<file path="config.mk">
export PLATFORM = sky130hd
export DESIGN_NAME = register_file_sb
export DESIGN_NICKNAME = d
export VERILOG_FILES = /design/src/rtl/register_file_sb.sv
export SDC_FILE = /design/constraint.sdc
export NUM_CORES = 1
export LEC_CHECK = 0
export BUFFER_PORTS_ARGS = -buffer_cell sky130_fd_sc_hd__buf_2
export CAP_MARGIN = 20
export CORE_MARGIN = 2
export CORE_UTILIZATION = 23
export CTS_CLUSTER_DIAMETER = 80
export CTS_CLUSTER_SIZE = 8
export DETAILED_ROUTE_END_ITERATION = 10
export GPL_ROUTABILITY_DRIVEN = 0
export GPL_TIMING_DRIVEN = 0
export SLEW_MARGIN = 15
export SYNTH_ARGS = -nofsm -noshare
export SYNTH_HDL_FRONTEND = slang
export SYNTH_SLANG_ARGS = --single-unit
</file>
<file path="constraint.sdc">
create_clock -name clk -period 2.6 [get_ports clk]
set_clock_uncertainty 0.15 [all_clocks]
set_input_delay 0.52 -clock clk [delete_from_list [all_inputs] [get_ports clk]]
set_output_delay 0.52 -clock clk [all_outputs]
set_load 0.05 [all_outputs]
</file>
<file path="src/rtl/register_file_sb.sv">
// register_file_sb: decode-stage register file with scoreboard.
//
// Purpose
//   Parametrised register file that resets each register to its own index.
//   It has two registered read ports with write-through bypass from the
//   write-back port. A per-register pending bit tracks outstanding producers,
//   and a combinational Stall flag reports read-after-write hazards.
//
// Parameters
//   DATA_W   register width in bits
//   ADDR_W   address width; NREGS = 2**ADDR_W registers
//   ZERO_R0  1 = R0 reads as zero, ignores writes and is never marked pending
//
// Ports
//   clk          rising-edge clock
//   reset        synchronous, active-low reset
//   Rs, Rd       read addresses for port 1 and port 2
//   Rs_En, Rd_En operand-used flags; they only gate the hazard check
//   Write_Reg    write-back destination
//   Write_Data   write-back data
//   Reg_Write    write-back enable
//   Issue_Valid  an instruction with a destination is issuing
//   Issue_Reg    destination of that instruction; it is marked pending
//   Data1, Data2 registered read data
//   Stall        combinational RAW hazard flag
//   Busy_Vec     registered pending bits; bit k is register k
module register_file_sb #(
  parameter int DATA_W  = 8,
  parameter int ADDR_W  = 3,
  parameter int ZERO_R0 = 0,
  localparam int NREGS  = 2 ** ADDR_W
) (
  input  logic              clk,
  input  logic              reset,
  input  logic [ADDR_W-1:0] Rs,
  input  logic [ADDR_W-1:0] Rd,
  input  logic              Rs_En,
  input  logic              Rd_En,
  input  logic [ADDR_W-1:0] Write_Reg,
  input  logic [DATA_W-1:0] Write_Data,
  input  logic              Reg_Write,
  input  logic              Issue_Valid,
  input  logic [ADDR_W-1:0] Issue_Reg,
  output logic [DATA_W-1:0] Data1,
  output logic [DATA_W-1:0] Data2,
  output logic              Stall,
  output logic [NREGS-1:0]  Busy_Vec
);

  logic [DATA_W-1:0] regs_q [NREGS];
  logic [DATA_W-1:0] regs_d [NREGS];
  logic [NREGS-1:0]  busy_q, busy_d;
  logic [DATA_W-1:0] data1_q, data2_q;
  logic [DATA_W-1:0] rd1_s, rd2_s;
  logic              hit1_s, hit2_s;
  logic              stall_s;
  logic              wr_allow_s, iss_allow_s;

  // Read values with write-through bypass and the optional hardwired-zero R0.
  always_comb begin
    hit1_s = Reg_Write && (Write_Reg == Rs);
    hit2_s = Reg_Write && (Write_Reg == Rd);
    rd1_s  = regs_q[Rs];
    rd2_s  = regs_q[Rd];
    if ((ZERO_R0 != 0) && (Rs == '0)) begin
      rd1_s = '0;
    end else if (hit1_s) begin
      rd1_s = Write_Data;
    end else begin
      rd1_s = regs_q[Rs];
    end
    if ((ZERO_R0 != 0) && (Rd == '0)) begin
      rd2_s = '0;
    end else if (hit2_s) begin
      rd2_s = Write_Data;
    end else begin
      rd2_s = regs_q[Rd];
    end
  end

  // RAW hazard: a pending source stalls unless write-back delivers it this cycle.
  always_comb begin
    stall_s = reset &&
              ((Rs_En && busy_q[Rs] && !hit1_s) ||
               (Rd_En && busy_q[Rd] && !hit2_s));
  end

  // Next-state for the register array and the scoreboard.
  always_comb begin
    wr_allow_s  = Reg_Write && !((ZERO_R0 != 0) && (Write_Reg == '0));
    iss_allow_s = Issue_Valid && !stall_s && !((ZERO_R0 != 0) && (Issue_Reg == '0));
    regs_d      = regs_q;
    busy_d      = busy_q;
    if (wr_allow_s) begin
      regs_d[Write_Reg] = Write_Data;
    end else begin
      regs_d[Write_Reg] = regs_q[Write_Reg];
    end
    // The clear is applied before the set, so a new producer issuing to the
    // register being written back keeps it pending.
    if (Reg_Write) begin
      busy_d[Write_Reg] = 1'b0;
    end else begin
      busy_d[Write_Reg] = busy_q[Write_Reg];
    end
    if (iss_allow_s) begin
      busy_d[Issue_Reg] = 1'b1;
    end else begin
      busy_d[Issue_Reg] = busy_d[Issue_Reg];
    end
  end

  // State registers; reset loads each register with its own index.
  always_ff @(posedge clk) begin
    if (!reset) begin
      for (int k = 0; k < NREGS; k++) begin
        if ((ZERO_R0 != 0) && (k == 0)) begin
          regs_q[k] <= '0;
        end else begin
          regs_q[k] <= DATA_W'(k);
        end
      end
      busy_q  <= '0;
      data1_q <= '0;
      data2_q <= '0;
    end else begin
      regs_q  <= regs_d;
      busy_q  <= busy_d;
      data1_q <= rd1_s;
      data2_q <= rd2_s;
    end
  end

  assign Data1    = data1_q;
  assign Data2    = data2_q;
  assign Busy_Vec = busy_q;
  assign Stall    = stall_s;

endmodule

</file>
# [After elaboration in Yosys (flattened, before gate mapping)]
# Index checks and enable logic that the tools add are counted.
[op_classes] bitwise_logic=6 div_mod_pow=0 eq_ne=2 shifts=0 n_addsub=0 n_mul=0 n_reduce_logical=15 n_lt_le_gt_ge=10 n_mux=32
[ops] operator="$bwmux 64" n=2
[ops] operator="$mux 8" n=11
[ops] operator="$bmux 8 s3" n=3
[ops] operator="$mux 64" n=1
[ops] operator="$demux 8 s3" n=1
[ops] operator="$bwmux 8" n=2
[ops] operator="$lt 3x4->1 const B" n=4
[ops] operator="$bmux 1 s3" n=4
[ops] operator="$ge 4x4->1 const B" n=3
[ops] operator="$not 3->4" n=3
[ops] operator="$logic_and 1x1->1" n=11
[ops] operator="$and 8x8->8" n=1
[ops] operator="$not 8->8" n=1
[ops] operator="$or 8x8->8" n=1
[ops] operator="$demux 1 s3" n=2
[ops] operator="$eq 3x3->1" n=2
[ops] operator="$ge 3x1->1 const B" n=2
[ops] operator="$mux 1" n=6
[ops] operator="$lt 4x1->1 const B" n=1
[ops] operator="$logic_not 1->1" n=3
[ops] operator="$logic_or 1x1->1" n=1
[totals] ff_bits=88 latch_bits=0 in_bits=26 mem_count=0 rom_bits=0 output_inout_bits=25 mem_bits_rw=0

# [Longest topological paths before layout]
[logic_depth] word_depth=11 depth_mapped=8 ltp_nobuf=5

# [Least setup slack after synthesis]
# No wires, ideal clock.
[synth_path] path_type="input to output" start="in Write_Reg[2]" end="out Stall" path_slack_ns=-0.417 cell_stages=7 required_ns=1.930 t_arrival_ns=2.347 n_path_buf=3 path_cell_list="buf_2 buf_2 xnor2_1 nand4_1 buf_2 nand4_1 a21oi_1"
[synth_via] elab_chain_cells=6 elab_cells_between_ends=10 classes_between="eq/ne: 2; reduce/logical: 8"
[synth_rtl] element="from (decl)" line="39" text="input logic [ADDR_W-1:0] Write_Reg,"
[synth_rtl] element="$eq 3x3->1 (on tied branches)" line="61, 62"
[synth_rtl] element="$logic_and 1x1->1 (on tied branches)" line="61, 62"
[synth_rtl] element="$logic_not 1->1 (on tied branches)" line="84, 85"
[synth_rtl] element="$logic_and 1x1->1 (on tied branches)" line="84, 85"
[synth_rtl] element="$logic_or 1x1->1 *" line="84" text="((Rs_En && busy_q[Rs] && !hit1_s) ||"
[synth_rtl] element="$logic_and 1x1->1 *" line="83" text="stall_s = reset &&"
[synth_rtl] element="to (decl)" line="46" text="output logic Stall,"
# Every way passes the cells marked *; elsewhere a longest branch is shown, timed or not.

# [Worst setup path after layout]
[layout_path] start="in Rd[2]" end="out Stall"
[layout_via] elab_chain_cells=6 elab_cells_between_ends=9 classes_between="eq/ne: 1; mux: 2; reduce/logical: 6"
[layout_rtl] element="from (decl)" line="36" text="input logic [ADDR_W-1:0] Rd,"
[layout_rtl] element="$bmux 1 s3 or $eq 3x3->1 (tied branches)" line="85, 62"
[layout_rtl] element="$mux 1 (implied by the code) or $logic_and 1x1->1 (tied branches)" line="85, 62"
[layout_rtl] element="$logic_and 1x1->1 or $logic_not 1->1 (tied branches)" line="85" text="(Rd_En && busy_q[Rd] && !hit2_s));"
[layout_rtl] element="$logic_and 1x1->1 *" line="85"
[layout_rtl] element="$logic_or 1x1->1 *" line="84"
[layout_rtl] element="$logic_and 1x1->1 *" line="83"
# Every way passes the cells marked *; elsewhere a longest branch is shown, timed or not. The select of a mux whose other input is x is not followed.

==> impl_metrics.ini <==
[power]
internal_power_mw = 2.55
power_density_nw_per_um2 = 593
p_switching_mw = 1.11
p_clk_share_pct = 41.4
max-vdd-ir-drop_mv = 0.353
p_leak_nw = 2.23
p_seq_share_pct = 40.1
p_total_mw = 3.66
combPwrFrac_pct = 18.5
switching_share_pct = 30.4

[sta]
hold_ws_ns = 0.335
rsz0062_at_grt = no
fin_crit_sh_pct = 98.3
setup_tns_ns = 0
fin_crit_ns = 2.56
setup_violations = 0
tightest_slew_ns = 0.925
drv_slew = 0
max_slew_margin_pct = 37.9
hold_viol = 0
fmaxAchievable_mhz = 391

[die]
coreArea_um2 = 22000
fp.dieH_um = 154
io_pins = 51
die_area_um2 = 23700
rows = 54
start_util_pct = 23.5
die_x_um = 154

[run]
drv_cap = 0

[cts]
ctsHtreeMaxLevel = 3
cts_tree = yes
holdBufCountCts = 0
cts_made_buffers = 9
cts_sinks = 88
insertion_delay_ns = 0.36
clkTransAtPathRegs_ns = 0.07
clock_path_buffers = 2
cts_root_buf = clkbuf_16

[setup_path]
cp-start-kind = primary input
critPathCaptureType = primary output
crit_type = primary input to primary output
crit_path_start = Rd[2]
timing.rr.start = Busy_Vec[1]
crit_required_ns = 1.93
critical_path.max_fanout = 10
arrival_ns = 1.89

[placed_design]
dpl.hpwl_um = 13300
numPortBuffers = 47

[global_route]
grt_overflow_total = 0
antenna_found_initial = 0
grt_pass1_vias = 4831
grt_use_total_pct = 16.4
grt_max_degree = 20
grt_pass1_wl_um = 29300

[logic_synthesis]
yosys.area_share.simple_pct = 16.4
yosys_register_bits = 88
syn_area_per_cell_um2 = 9.06
ys_warn_count = 0
synth_compound_area_share_pct = 20.9
syn_inst = 570
synth_ff_type = dfxtp_1
yosysTopAreaCellShare_pct = 34.1
yosysTopAreaCell = dfxtp_1
synth_xor_area_share_pct = 1.53
syn_nets = 596
synth.area.mux_share_pct = 22.5
synth_fa_ha_area_share_pct = 0
synth_top_family_by_area = multiplexers
ys_async_sr_fraction_pct = 0
ys_seq_area_share_pct = 34.1
ys_top_cells_by_area = dfxtp_1 (34%), mux4_2 (16%), nor2_1 (5.0%)
netlist_area_um2 = 5160
synth_enable_flop_cells = 0
synth.distinct_cells = 46

[cells_and_area]
multiInputGateArea_um2 = 3180
ff_latch_area_um2 = 1760
syn2layout_area_growth_pct = 19.6
drive_gt1_share_pct = 23.3
nFillCells = 2301
fin_nets = 657
fin_util_pct = 28.1

[drt]
final_antenna_net_count = 0
first_pass_iters = 6
vias_per_cell = 5.55
drc = 0
drt_iter0_markers = 742
drt-total-wl_um = 19400
wire_per_inst_um = 21.1
routed-via-count = 5086

[hold_path]
hold_class = primary input to flop
hold_start = Write_Data[4]

[run_status]
status = finished clean
[critical path, stage by stage]
cell     delay [ns]
buf_2          0.16
buf_4          0.24
inv_2          0.15
a31oi_2        0.23
nand4_1        0.18
a21oi_4        0.21
buf_6          0.18
[metal layers]
layer	global-route usage (%)	part of all wire, %
met3	4.57	11
met5	0	0
met2	25.9	46
met4	6.54	3.3
met1	21.2	40
[stage by stage]
step | instances | setup slack, ns | cell area (um^2)
after global routing | 916 | 0.00829 | 6170
after CTS | 914 | 0.0243 | 6150
final | 917 | 0.0430 | 6170
after floorplan | 570 | 0.00893 | 5180
after global placement | 897 | -0.674 | 5760
after detailed placement | 897 | -0.681 | 5760
[cells in the final DEF, fill, tap and decap left out, drive strengths merged, types with 6 or more instances in the layout]
master	netlist	final
o21ai	51	51
clkbuf	27	38
nor2b	8	8
nand3	37	37
dfxtp	88	88
nor3	9	9
nand2	46	46
a22oi	25	25
inv	6	8
buf	21	71
a311oi	8	8
mux2i	24	24
xnor2	9	9
a221oi	6	6
a211oi	12	12
mux4	36	36
mux2	10	10
a21oi	25	25
nor2	69	69
[what timing repair did]
item,4_1_cts,5_1_grt
resized for setup,20,2
pin swaps,3,0
setup buffers,2,2
hold endpoints to repair,0,0
setup endpoints to repair,1,12
cloned,0,0
[path summary, 6_finish.rpt]
path | slack (ns) | endpoint | cells after the start
max | 0.04 | Stall | 7
min | 0.34 | Data1[4] | 3
max reg2reg | 0.51 | Busy_Vec[7] | 5
min reg2reg | 0.34 | regs_q[34] | 2
[final cells by class]
class                           instances  share of cell area (%)
Antenna cell                            1                  0.0405
Buffer                                 47                    3.87
Clock buffer                           11                    4.09
Clock inverter                          5                    1.40
Inverter                                7                   0.426
Multi-Input combinational cell        427                    51.6
Sequential cell                        88                    28.5
Tap cell                              280                    5.67
Timing Repair Buffer                   51                    4.40
[power by group through the flow]
stage,registers [mW],logic (mW),clock network (mW)
2_1_floorplan,1.56,0.377,0
3_3_place_gp,1.49,0.652,0
3_5_place_dp,1.50,0.654,0
4_1_cts,1.47,0.666,1.52
5_1_grt,1.47,0.718,1.57
6_report,1.47,0.678,1.52
[cells in the mapped netlist, drive strengths merged, types with 3 or more instances]
cell type   n
dfxtp      88
nor2       69
o21ai      51
nand2      46
nand3      37
mux4       36
clkbuf     27
a21oi      25
a22oi      25
mux2i      24
buf        21
a211oi     12
mux2       10
nor3        9
xnor2       9
a311oi      8
nor2b       8
a221oi      6
inv         6
a31oi       5
nand4       5
o2bb2ai     5
a221o       4
and2        4
o211ai      4
o22ai       4
o31ai       4
nand3b      3
[sequential cells by signal, summed over array words and instances, names as in the netlist]
register,count
Data2,8
Busy_Vec,8
regs_q,64
Data1,8
[logic make-up after synthesis]
| kind of cell | count (synthesis) |
|---|---|
| buffers and inverters | 55 |
| and+or+nand+nor | 187 |
| AOI/OAI and AO/OA | 161 |
| DFF | 88 |
| xor gates and xnor gates | 9 |
| muxes | 70 |
Note: power is estimated with default switching activity, not from simulation.
